**config.mk**
```make
export PLATFORM = sky130hd
export DESIGN_NAME = mem_bus_ctrl
export DESIGN_NICKNAME = d
export VERILOG_FILES = /design/src/rtl/mem_bus_ctrl.sv
export SDC_FILE = /design/constraint.sdc
export NUM_CORES = 1
export LEC_CHECK = 0
export BUFFER_PORTS_ARGS = -buffer_cell sky130_fd_sc_hd__buf_2
export CORE_MARGIN = 4
export CORE_UTILIZATION = 39
export DETAILED_ROUTE_END_ITERATION = 8
export PLACE_DENSITY = 0.67
export SETUP_SLACK_MARGIN = 0.15
export SYNTH_ARGS = -nofsm -noshare
export SYNTH_HDL_FRONTEND = slang
export SYNTH_SLANG_ARGS = --single-unit
```
**constraint.sdc**
```tcl
create_clock -name clk -period 4.9 [get_ports clk]
set_input_delay 0.49 -clock clk [delete_from_list [all_inputs] [get_ports clk]]
set_output_delay 0.49 -clock clk [all_outputs]
set_load 0.02 [all_outputs]
```
**src/rtl/mem_bus_ctrl.sv**
```systemverilog
// mem_bus_ctrl
// Sequences one CPU read or write at a time onto the ROM/RAM bus.
// The request address is registered onto bus_addr. The external decoder's
// rom_sel/ram_sel are sampled one cycle later. The matching strobe is then held
// for WAIT+1 cycles, and the access completes with a one-cycle ack.
// A ROM write, or a decode with no select or both selects, completes with err.
//
// Ports:
//   clk, rst          clock, synchronous active-high reset
//   req/we/addr/wdata CPU request (sampled only while idle)
//   busy              high whenever a request is in progress
//   ack/err           completion pulse and its error qualifier
//   rdata             last successful read data
//   bus_addr          registered address to decoder and memories
//   rom_sel/ram_sel   decoder outputs
//   rom_rd/ram_rd/ram_wr  registered memory strobes
//   mem_wdata/mem_rdata   memory data paths
module mem_bus_ctrl #(
   parameter int DW       = 8,
   parameter int ROM_WAIT = 2,
   parameter int RAM_WAIT = 1
) (
   input  logic          clk,
   input  logic          rst,
   input  logic          req,
   input  logic          we,
   input  logic [12:0]   addr,
   input  logic [DW-1:0] wdata,
   output logic          busy,
   output logic          ack,
   output logic          err,
   output logic [DW-1:0] rdata,
   output logic [12:0]   bus_addr,
   input  logic          rom_sel,
   input  logic          ram_sel,
   output logic          rom_rd,
   output logic          ram_rd,
   output logic          ram_wr,
   output logic [DW-1:0] mem_wdata,
   input  logic [DW-1:0] mem_rdata
);

   localparam logic [1:0] S_IDLE   = 2'd0;
   localparam logic [1:0] S_DECODE = 2'd1;
   localparam logic [1:0] S_ACCESS = 2'd2;
   localparam logic [1:0] S_DONE   = 2'd3;

   logic [1:0] state;
   logic       we_q;
   logic       err_flag;
   logic [3:0] cnt;

   assign busy = (state != S_IDLE);
   // err is only meaningful alongside ack; both inputs are registers
   assign err  = ack & err_flag;

   always_ff @(posedge clk) begin
      if (rst) begin
         state     <= S_IDLE;
         we_q      <= 1'b0;
         err_flag  <= 1'b0;
         cnt       <= 4'd0;
         ack       <= 1'b0;
         rdata     <= '0;
         bus_addr  <= '0;
         mem_wdata <= '0;
         rom_rd    <= 1'b0;
         ram_rd    <= 1'b0;
         ram_wr    <= 1'b0;
      end else begin
         ack <= 1'b0;
         case (state)
            S_IDLE: begin
               if (req) begin
                  bus_addr  <= addr;
                  mem_wdata <= wdata;
                  we_q      <= we;
                  state     <= S_DECODE;
               end
            end

            // bus_addr has been stable for a full cycle, so the selects are settled
            S_DECODE: begin
               if (rom_sel && !ram_sel && !we_q) begin
                  cnt    <= 4'(ROM_WAIT);
                  rom_rd <= 1'b1;
                  state  <= S_ACCESS;
               end else if (ram_sel && !rom_sel) begin
                  cnt    <= 4'(RAM_WAIT);
                  ram_rd <= !we_q;
                  ram_wr <= we_q;
                  state  <= S_ACCESS;
               end else begin
                  // ROM write, unmapped or conflicting decode: skip the bus entirely
                  err_flag <= 1'b1;
                  ack      <= 1'b1;
                  state    <= S_DONE;
               end
            end

            // Strobes are registers, so they stay glitch-free for the whole access
            S_ACCESS: begin
               if (cnt == 4'd0) begin
                  if (!we_q) begin
                     rdata <= mem_rdata;
                  end
                  rom_rd <= 1'b0;
                  ram_rd <= 1'b0;
                  ram_wr <= 1'b0;
                  ack    <= 1'b1;
                  state  <= S_DONE;
               end else begin
                  cnt <= cnt - 4'd1;
               end
            end

            S_DONE: begin
               err_flag <= 1'b0;
               state    <= S_IDLE;
            end
         endcase
      end
   end

endmodule

```
* Word-level counts from Yosys, hierarchy flattened
Cells that the tools add are included.
W data, S select, Z words.
** Storage, ports and cells
- Flip-flop bits (word level) :: 41
- Input bits :: 35
- Output and inout port bits :: 35
- Logic and storage cells :: 68
** Operators by class
- Add/sub/neg operators :: 1
- Equal/unequal tests :: 11
- Muxes and demuxes :: 25
- Bitwise logic cells :: 2
- Reductions and logical operators :: 18
** Operator list (number)
- $ne A2 B2 Y1 const B :: 7
- $mux W1 :: 13
- $mux W4 :: 3
- $reduce_and A3 Y1 :: 4
- $pmux W1 S2 :: 5
- $pmux W2 S4 :: 1
- $pmux W4 S2 :: 1
- $reduce_bool A2 Y1 :: 3
- $eq A2 B2 Y1 const B :: 2
- $logic_not A4 Y1 :: 1
- $mux W2 :: 2
- $reduce_and A2 Y1 :: 2
- $reduce_and A4 Y1 :: 1
- $sub A4 B1 Y4 const B :: 1
- $logic_and A1 B1 Y1 :: 3
- $logic_not A1 Y1 :: 3
- $ne A3 B3 Y1 const B :: 1
- $eq A2 B1 Y1 const B :: 1
- $logic_not A2 Y1 :: 1
- $and A1 B1 Y1 :: 1
- $not A1 Y1 :: 1

* Logic depth before layout (Yosys ltp)
Gate-level depths: netlist of run 1.
- Word-level depth :: 5
- Mapped depth :: 7
- Gate-level depth less buffers :: 6

* Worst setup path after synthesis of run 1
No wires, ideal clock.
- Path kind :: input-to-reg
- Start point :: in ram_sel
- End point :: reg cnt[2]
- Library setup time :: 0.117 ns
- Data arrival time :: 1.571 ns
- Required time :: 4.783 ns
- Setup slack :: 3.212 ns
- Cell stages on the path :: 4
- Buffers on the path :: 0
- Cell sequence :: or3b_4 -> a311oi_4 -> o21ai_1 -> a32o_1
** On the way
- Cells in the longest elaborated chain, start to end :: 5
- Elaborated cells between the ends (all ways) :: 8
- Classes of those cells :: eq/ne: 1; mux: 2; reduce/logical: 5
** RTL lines
- start: declaration :: line 35 : input logic ram_sel,
- $logic_not A1 Y1 :: line 84 : if (rom_sel && !ram_sel && !we_q) begin
- $logic_and A1 B1 Y1 (2 in a row) :: line 84
- $ne A3 B3 Y1 (no source line) or $mux W4 (tied branches)
- $reduce_and A3 Y1 (no source line) or $pmux W4 S2 (tied branches)
- end signal: assignment :: line 85 : cnt <= 4'(ROM_WAIT);
- end signal: assignment :: line 89 : cnt <= 4'(RAM_WAIT);
- end signal: assignment :: line 113 : cnt <= cnt - 4'd1;
- end: declaration :: line 51 : logic [3:0] cnt;
Several ways; a longest one is shown, not always the timed one.
A chain may end at the register's enable or synchronous reset.

* Worst setup path in the final report of run 1
- Start point :: reg state[0]
- End point :: reg rdata[4]
** On the way
- Cells in the longest elaborated chain, start to end :: 2
** RTL lines
- start: declaration :: line 48 : logic [1:0] state;
- start signal: assignment :: line 59 : state <= S_IDLE;
- start signal: assignment :: line 78 : state <= S_DECODE;
- start signal: assignment :: line 87 : state <= S_ACCESS;
- $eq A2 B2 Y1 :: line 72 : case (state)
- $reduce_and A3 Y1 (no source line)
- end signal: assignment :: line 105 : rdata <= mem_rdata;
- end: declaration :: line 32 : output logic [DW-1:0] rdata,
Every way passes these cells.

==> results.ini, run 1 <==
[critical_path]
cp_slowest_cell = ha_1
r2r_start = state[0]
critPathMaxStageDelay_ns = 0.45
crit_chain = inv_1 -> ha_1 -> nand4bb_1 -> nor2_2 -> mux2i_1 -> nor2_1
r2r-end = rdata[4]
critical_path_class = reg -> reg
start_kind = flop
ff2ff_path_depth = 6
cp.arrival_ns = 2.20
endpoint = rdata[4]
worstSetupStartpoint = state[0]
rrSetupSlack_ns = 2.85
required_ns = 5.05
critPathMaxFanout = 12
cp-end-kind = flop

[global_routing]
grtUsageTotal = 0.143
gr-total-overflow = 0
antenna_found_initial = 0
grt_pass1_vias = 1375
grt_max_degree = 44
grt_pass1_wl_um = 6180

[drt]
drt_iter0_drc = 43
antenna_left = 0
firstDrtPassIters = 4
routedWlPerCell_um = 12.1
top_layer_used = met4
drc = 0
route.met2.wl_um = 1660
met3WireLength_um = 313
wl_met1_um = 1760
routed_via_density = 4.76
routed_wirelength_um = 3760
vias = 1484

[place]
dp_slack_ns = 2.85
port_buffers = 69
gp_congestion = 0.789
post-dp-hpwl_um = 2690

[die]
fp.dieH_um = 74.3
dieArea_sq_mm = 0.00552
start_util = 0.416
core_area_sq_mm = 0.00412
die_w_um = 74.3
row_count = 23
io_pins = 70

[sta]
fin_skew_ns = 0.00384
max_freq_ghz = 0.487
relSlewSlack = 0.485
fin_crit_sh = 0.419
worst_pin_slew_ns = 0.772
setup_ws_ns = 2.85
setup_tns_ns = 0
whs_ns = 0.432
min_period_ns = 2.05
hold_violations = 0
rsz0062_at_grt = no
setup_viol = 0
slew_viol_final = 0

[finish]
layout_common_cells = buf_2, nand2_1, dfxtp_1
layout_commonest_cell = buf_2
drive_gt1_frac = 0.309
diodes = 0
nets = 304
syn2layout_area_growth_pct = 26.8

[synthesis]
synthArstFlopShare = 0
ys_ff_latch = 41
synth_ff_type = dfxtp_1
synth.avg_cell_area_sq_um = 8.78
synth.distinct_cells = 32
synth_nets = 237
yosysWarnings = 0
synth-edff-count = 0
ys_seq_area_frac = 0.479
synth_cells = 195
synth_area_sq_mm = 0.00171

[power_and_ir_drop]
cellLeakagePower_nw = 0.990
power.density_mw_per_mm2 = 524
vdd_drop_max_mv = 0.201

[clock_tree]
cts_buffer_depth = 2
cts_tree = built
clk_pin_slew_worst_paths_ns = 0.08
post_cts_buffers = 0
clockRootBuffer = clkbuf_8
cts_resized = 0
clock-sinks = 41
htree_levels = 2
numCtsBuffers = 5
clock_latency_ns = 0.29
cts_hold_buf = 0

[worst_hold_path]
worst_hold_path_type = in -> reg

[status]
run_status = finished, final reports clean

[flow_run]
maxCapViolations = 0

-- cell families after synthesis --
logic type	share of synthesized area
DFF	0.479
muxes	0.0643
buffers and inverters	0.0373
and+or+nand+nor	0.213
AOI/OAI and AO/OA	0.156
adders and majority gates	0.0511
-- per-layer routing --
layer | GRT usage | up-vias
li1 | - | 787
met1 | 0.189 | 644
met2 | 0.224 | 48
met3 | 0.0486 | 5
met4 | 0.0356 | 0
met5 | 0 | -
-- flip-flops by register name (all words and copies together) (netlist names) --
name and count:
bus_addr 13, mem_wdata 8, rdata 8, cnt 4, state 2, ack 1
err_flag 1, ram_rd 1, ram_wr 1, rom_rd 1, we_q 1
-- worst max-delay path, delay by kind of cell (launching register included) --
| kind | cells | cell delay (ns) |
|---|---|---|
| fa+ha+maj | 1 | 0.45 |
| buf+inv | 1 | 0.14 |
| simple gates | 3 | 0.73 |
| flops | 1 | 0.33 |
| mux | 1 | 0.26 |
-- stage by stage --
stage | instances | power (mW) | cell area (sq um) | utilization
after global routing | 312 | 1.23 | 2170 | 0.528
after detailed placement | 305 | 0.939 | 2090 | 0.508
after CTS | 312 | 1.15 | 2170 | 0.528
after global placement | 305 | 0.930 | 2090 | 0.508
after floorplan | 195 | 0.808 | 1710 | -
final | 312 | 1.14 | 2170 | 0.528
-- report_power, final --
| group | switching (mW) | leakage [nW] | internal, mW |
|---|---|---|---|
| sequential | 0.0383 | 0.335 | 0.400 |
| combinational | 0.300 | 0.613 | 0.188 |
| clock | 0.112 | 0.0412 | 0.0986 |
| total | 0.451 | 0.990 | 0.687 |
-- cell usage after synthesis, drive strengths merged (4+ instances only) --
| master | number | area share |
|---|---|---|
| a211oi | 4 | 0.018 |
| a21oi | 24 | 0.070 |
| clkbuf | 10 | 0.022 |
| dfxtp | 41 | 0.48 |
| ha | 7 | 0.051 |
| inv | 7 | 0.015 |
| mux2i | 11 | 0.064 |
| nand2 | 46 | 0.10 |
| nor2 | 16 | 0.037 |
-- layout make-up --
class | count | area [sq um]
well taps | 50 | 62.6
clock inverters | 1 | 8.76
flip-flops and latches | 41 | 821
multi-input cells | 137 | 828
inverters | 7 | 26.3
fillers | 405 | 1940
repair buffers | 70 | 353
clock buffers | 6 | 72.6
-- how the worst min path moves through the flow --
stage / startpoint / endpoint / slack, ns / cells after the start
6_report: wdata[2] / mem_wdata[2] / 0.43 / 3
5_1_grt: addr[11] / bus_addr[11] / 0.42 / 3
4_1_cts: wdata[2] / mem_wdata[2] / 0.42 / 3
3_5_place_dp: bus_addr[5] / bus_addr[5] / 0.44 / 2
3_3_place_gp: bus_addr[7] / bus_addr[7] / 0.44 / 2
2_1_floorplan: err_flag / err_flag / 0.47 / 2
Note: power is estimated with default switching activity, not from simulation.
==> run 2: changes to the inputs <==
- clock period: 4.9 -> 2.1 ns (I/O delays scaled with it)
==> results.ini, run 2 (same netlist as run 1, synthesis figures left out) <==
[clock_tree]
clock-sinks = 41  ; unchanged
clockRootBuffer = clkbuf_8
cts_buffer_depth = 2  ; unchanged
clk_pin_slew_worst_paths_ns = 0.08  ; about the same
clock_latency_ns = 0.29  ; about the same
htree_levels = 2  ; unchanged
numCtsBuffers = 5  ; unchanged
cts_tree = built

[critical_path]
start_kind = flop
rrSetupSlack_ns = 0.24  ; -2.61 ns
critPathMaxFanout = 3  ; -9
critPathTopFamily = compound AO/OA/AOI/OAI gates
required_ns = 2.31  ; -2.74 ns
critical_path_class = reg -> reg
path_buf_inv = 1  ; unchanged
cp-end-kind = flop
critPathMaxStageDelay_ns = 0.44  ; about the same
crit_chain = inv_1 -> ha_1 -> or3b_4 -> a221oi_1 -> nor2_1 -> a211oi_1
cp_slowest_cell = a221oi_1
cp.arrival_ns = 2.07  ; -0.13 ns

[finish]
largestRegisters = bus_addr (13), mem_wdata (8), rdata (8)
diodes = 0  ; unchanged
layout_common_cells = buf_2, nand2_1, dfxtp_1
regArea_sq_um = 822  ; +0.15%
nets = 308  ; +1.3%
syn2layout_area_growth_pct = 30.4
fillers = 415  ; +2.5%
drive_gt1_frac = 0.327  ; +0.0179
layout_commonest_cell = buf_2
regMostFlops = bus_addr
largest_register_ffs = 13  ; unchanged
multi_input_area_sq_um = 853  ; +3.0%

[sta]
setup_viol = 0  ; unchanged
fin_skew_ns = 0.00835  ; +0.00452 ns
min_period_ns = 1.86  ; -0.191 ns
slew_viol_final = 0  ; unchanged
max_freq_ghz = 0.537  ; +10%
setup_tns_ns = 0  ; unchanged
rsz0062_at_grt = no
relSlewSlack = 0.668  ; +0.183
fin_crit_sh = 0.887  ; +0.468
whs_ns = 0.153  ; -0.279 ns
worst_pin_slew_ns = 0.492  ; -0.280 ns
hold_violations = 0  ; unchanged

[drt]
antenna_left = 0  ; unchanged
vias = 1545  ; +4.1%
routed_wirelength_um = 3870  ; +2.8%
drc = 0  ; unchanged
routedWlPerCell_um = 12.2  ; +1.5%
firstDrtPassIters = 4  ; unchanged
drt_iter0_drc = 47  ; +9.3%
routed_via_density = 4.89  ; +2.8%

[global_routing]
grt_pass1_vias = 1469  ; +6.8%
grtUsageTotal = 0.144  ; +0.000920
antenna_found_initial = 0  ; unchanged
gr-total-overflow = 0  ; unchanged
grt_max_degree = 27  ; -39%
grt_pass1_wl_um = 6290  ; +1.9%

[power_and_ir_drop]
power.density_mw_per_mm2 = 1250  ; +140%
total_power_mw = 2.78  ; +140%
vdd_drop_max_mv = 0.520  ; +160%
cellLeakagePower_nw = 1.02  ; +2.6%

[die]
io_pins = 70  ; unchanged
start_util = 0.416  ; unchanged
fp.dieH_um = 74.3  ; unchanged
row_count = 23  ; unchanged
dieArea_sq_mm = 0.00552  ; unchanged
core_area_sq_mm = 0.00412  ; unchanged
die_w_um = 74.3  ; unchanged

[flow_run]
maxCapViolations = 0  ; unchanged

[place]
gp_congestion = 0.803  ; +1.7%
port_buffers = 69  ; unchanged
post-dp-hpwl_um = 2810  ; +4.5%

[worst_hold_path]
worst_hold_path_type = in -> reg

[status]
run_status = finished, final reports clean

run 2: through the flow:
step                setup WS, ns  cell area, sq um  instances   util
floorplan                  0.419              1710        195      -
CTS                        0.264              2210        316  0.536
global placement           0.307              2120        309  0.515
finish                     0.237              2230        316  0.543
detailed placement         0.263              2120        309  0.515
global route               0.151              2230        316  0.543
run 2: layer usage:
| metal | GRT usage | wire, um |
|---|---|---|
| met1 | 0.179 | 1710 |
| met2 | 0.236 | 1790 |
| met3 | 0.0527 | 338 |
| met4 | 0.0375 | 34 |
| met5 | 0 | 0 |
run 2: worst reg2reg max path: cells and delay by family, from the launching register on:
kind,cells,cell delay [ns]
compound gates,2,0.65
fa+ha+maj,1,0.20
flops,1,0.33
buf+inv,1,0.10
simple gates,2,0.51
run 2: power by group:
group / switching, mW / internal (mW)
clock network: 0.254 / 0.261
registers: 0.0872 / 0.935
logic: 0.739 / 0.504
total: 1.08 / 1.70
run 2: layout make-up:
type	count	share of cell area
Timing Repair Buffer	74	0.171
Clock buffer	7	0.0387
Inverter	7	0.0118
Sequential cell	41	0.368
Tap cell	50	0.0280
Multi-Input combinational cell	137	0.382
run 2: worst paths after layout:
check         startpoint           to  cells past startpoint
max               cnt[0]       rom_rd                      6
min              addr[7]  bus_addr[7]                      3
max reg2reg       cnt[0]       rom_rd                      6
min reg2reg  bus_addr[4]  bus_addr[4]                      2
run 2: repair_timing:
| item | CTS | global route |
|---|---|---|
| setup endpoints to repair | 0 | 4 |
| resized for setup | 0 | 4 |
| setup buffers | 0 | 0 |
| hold buffers | 0 | 0 |
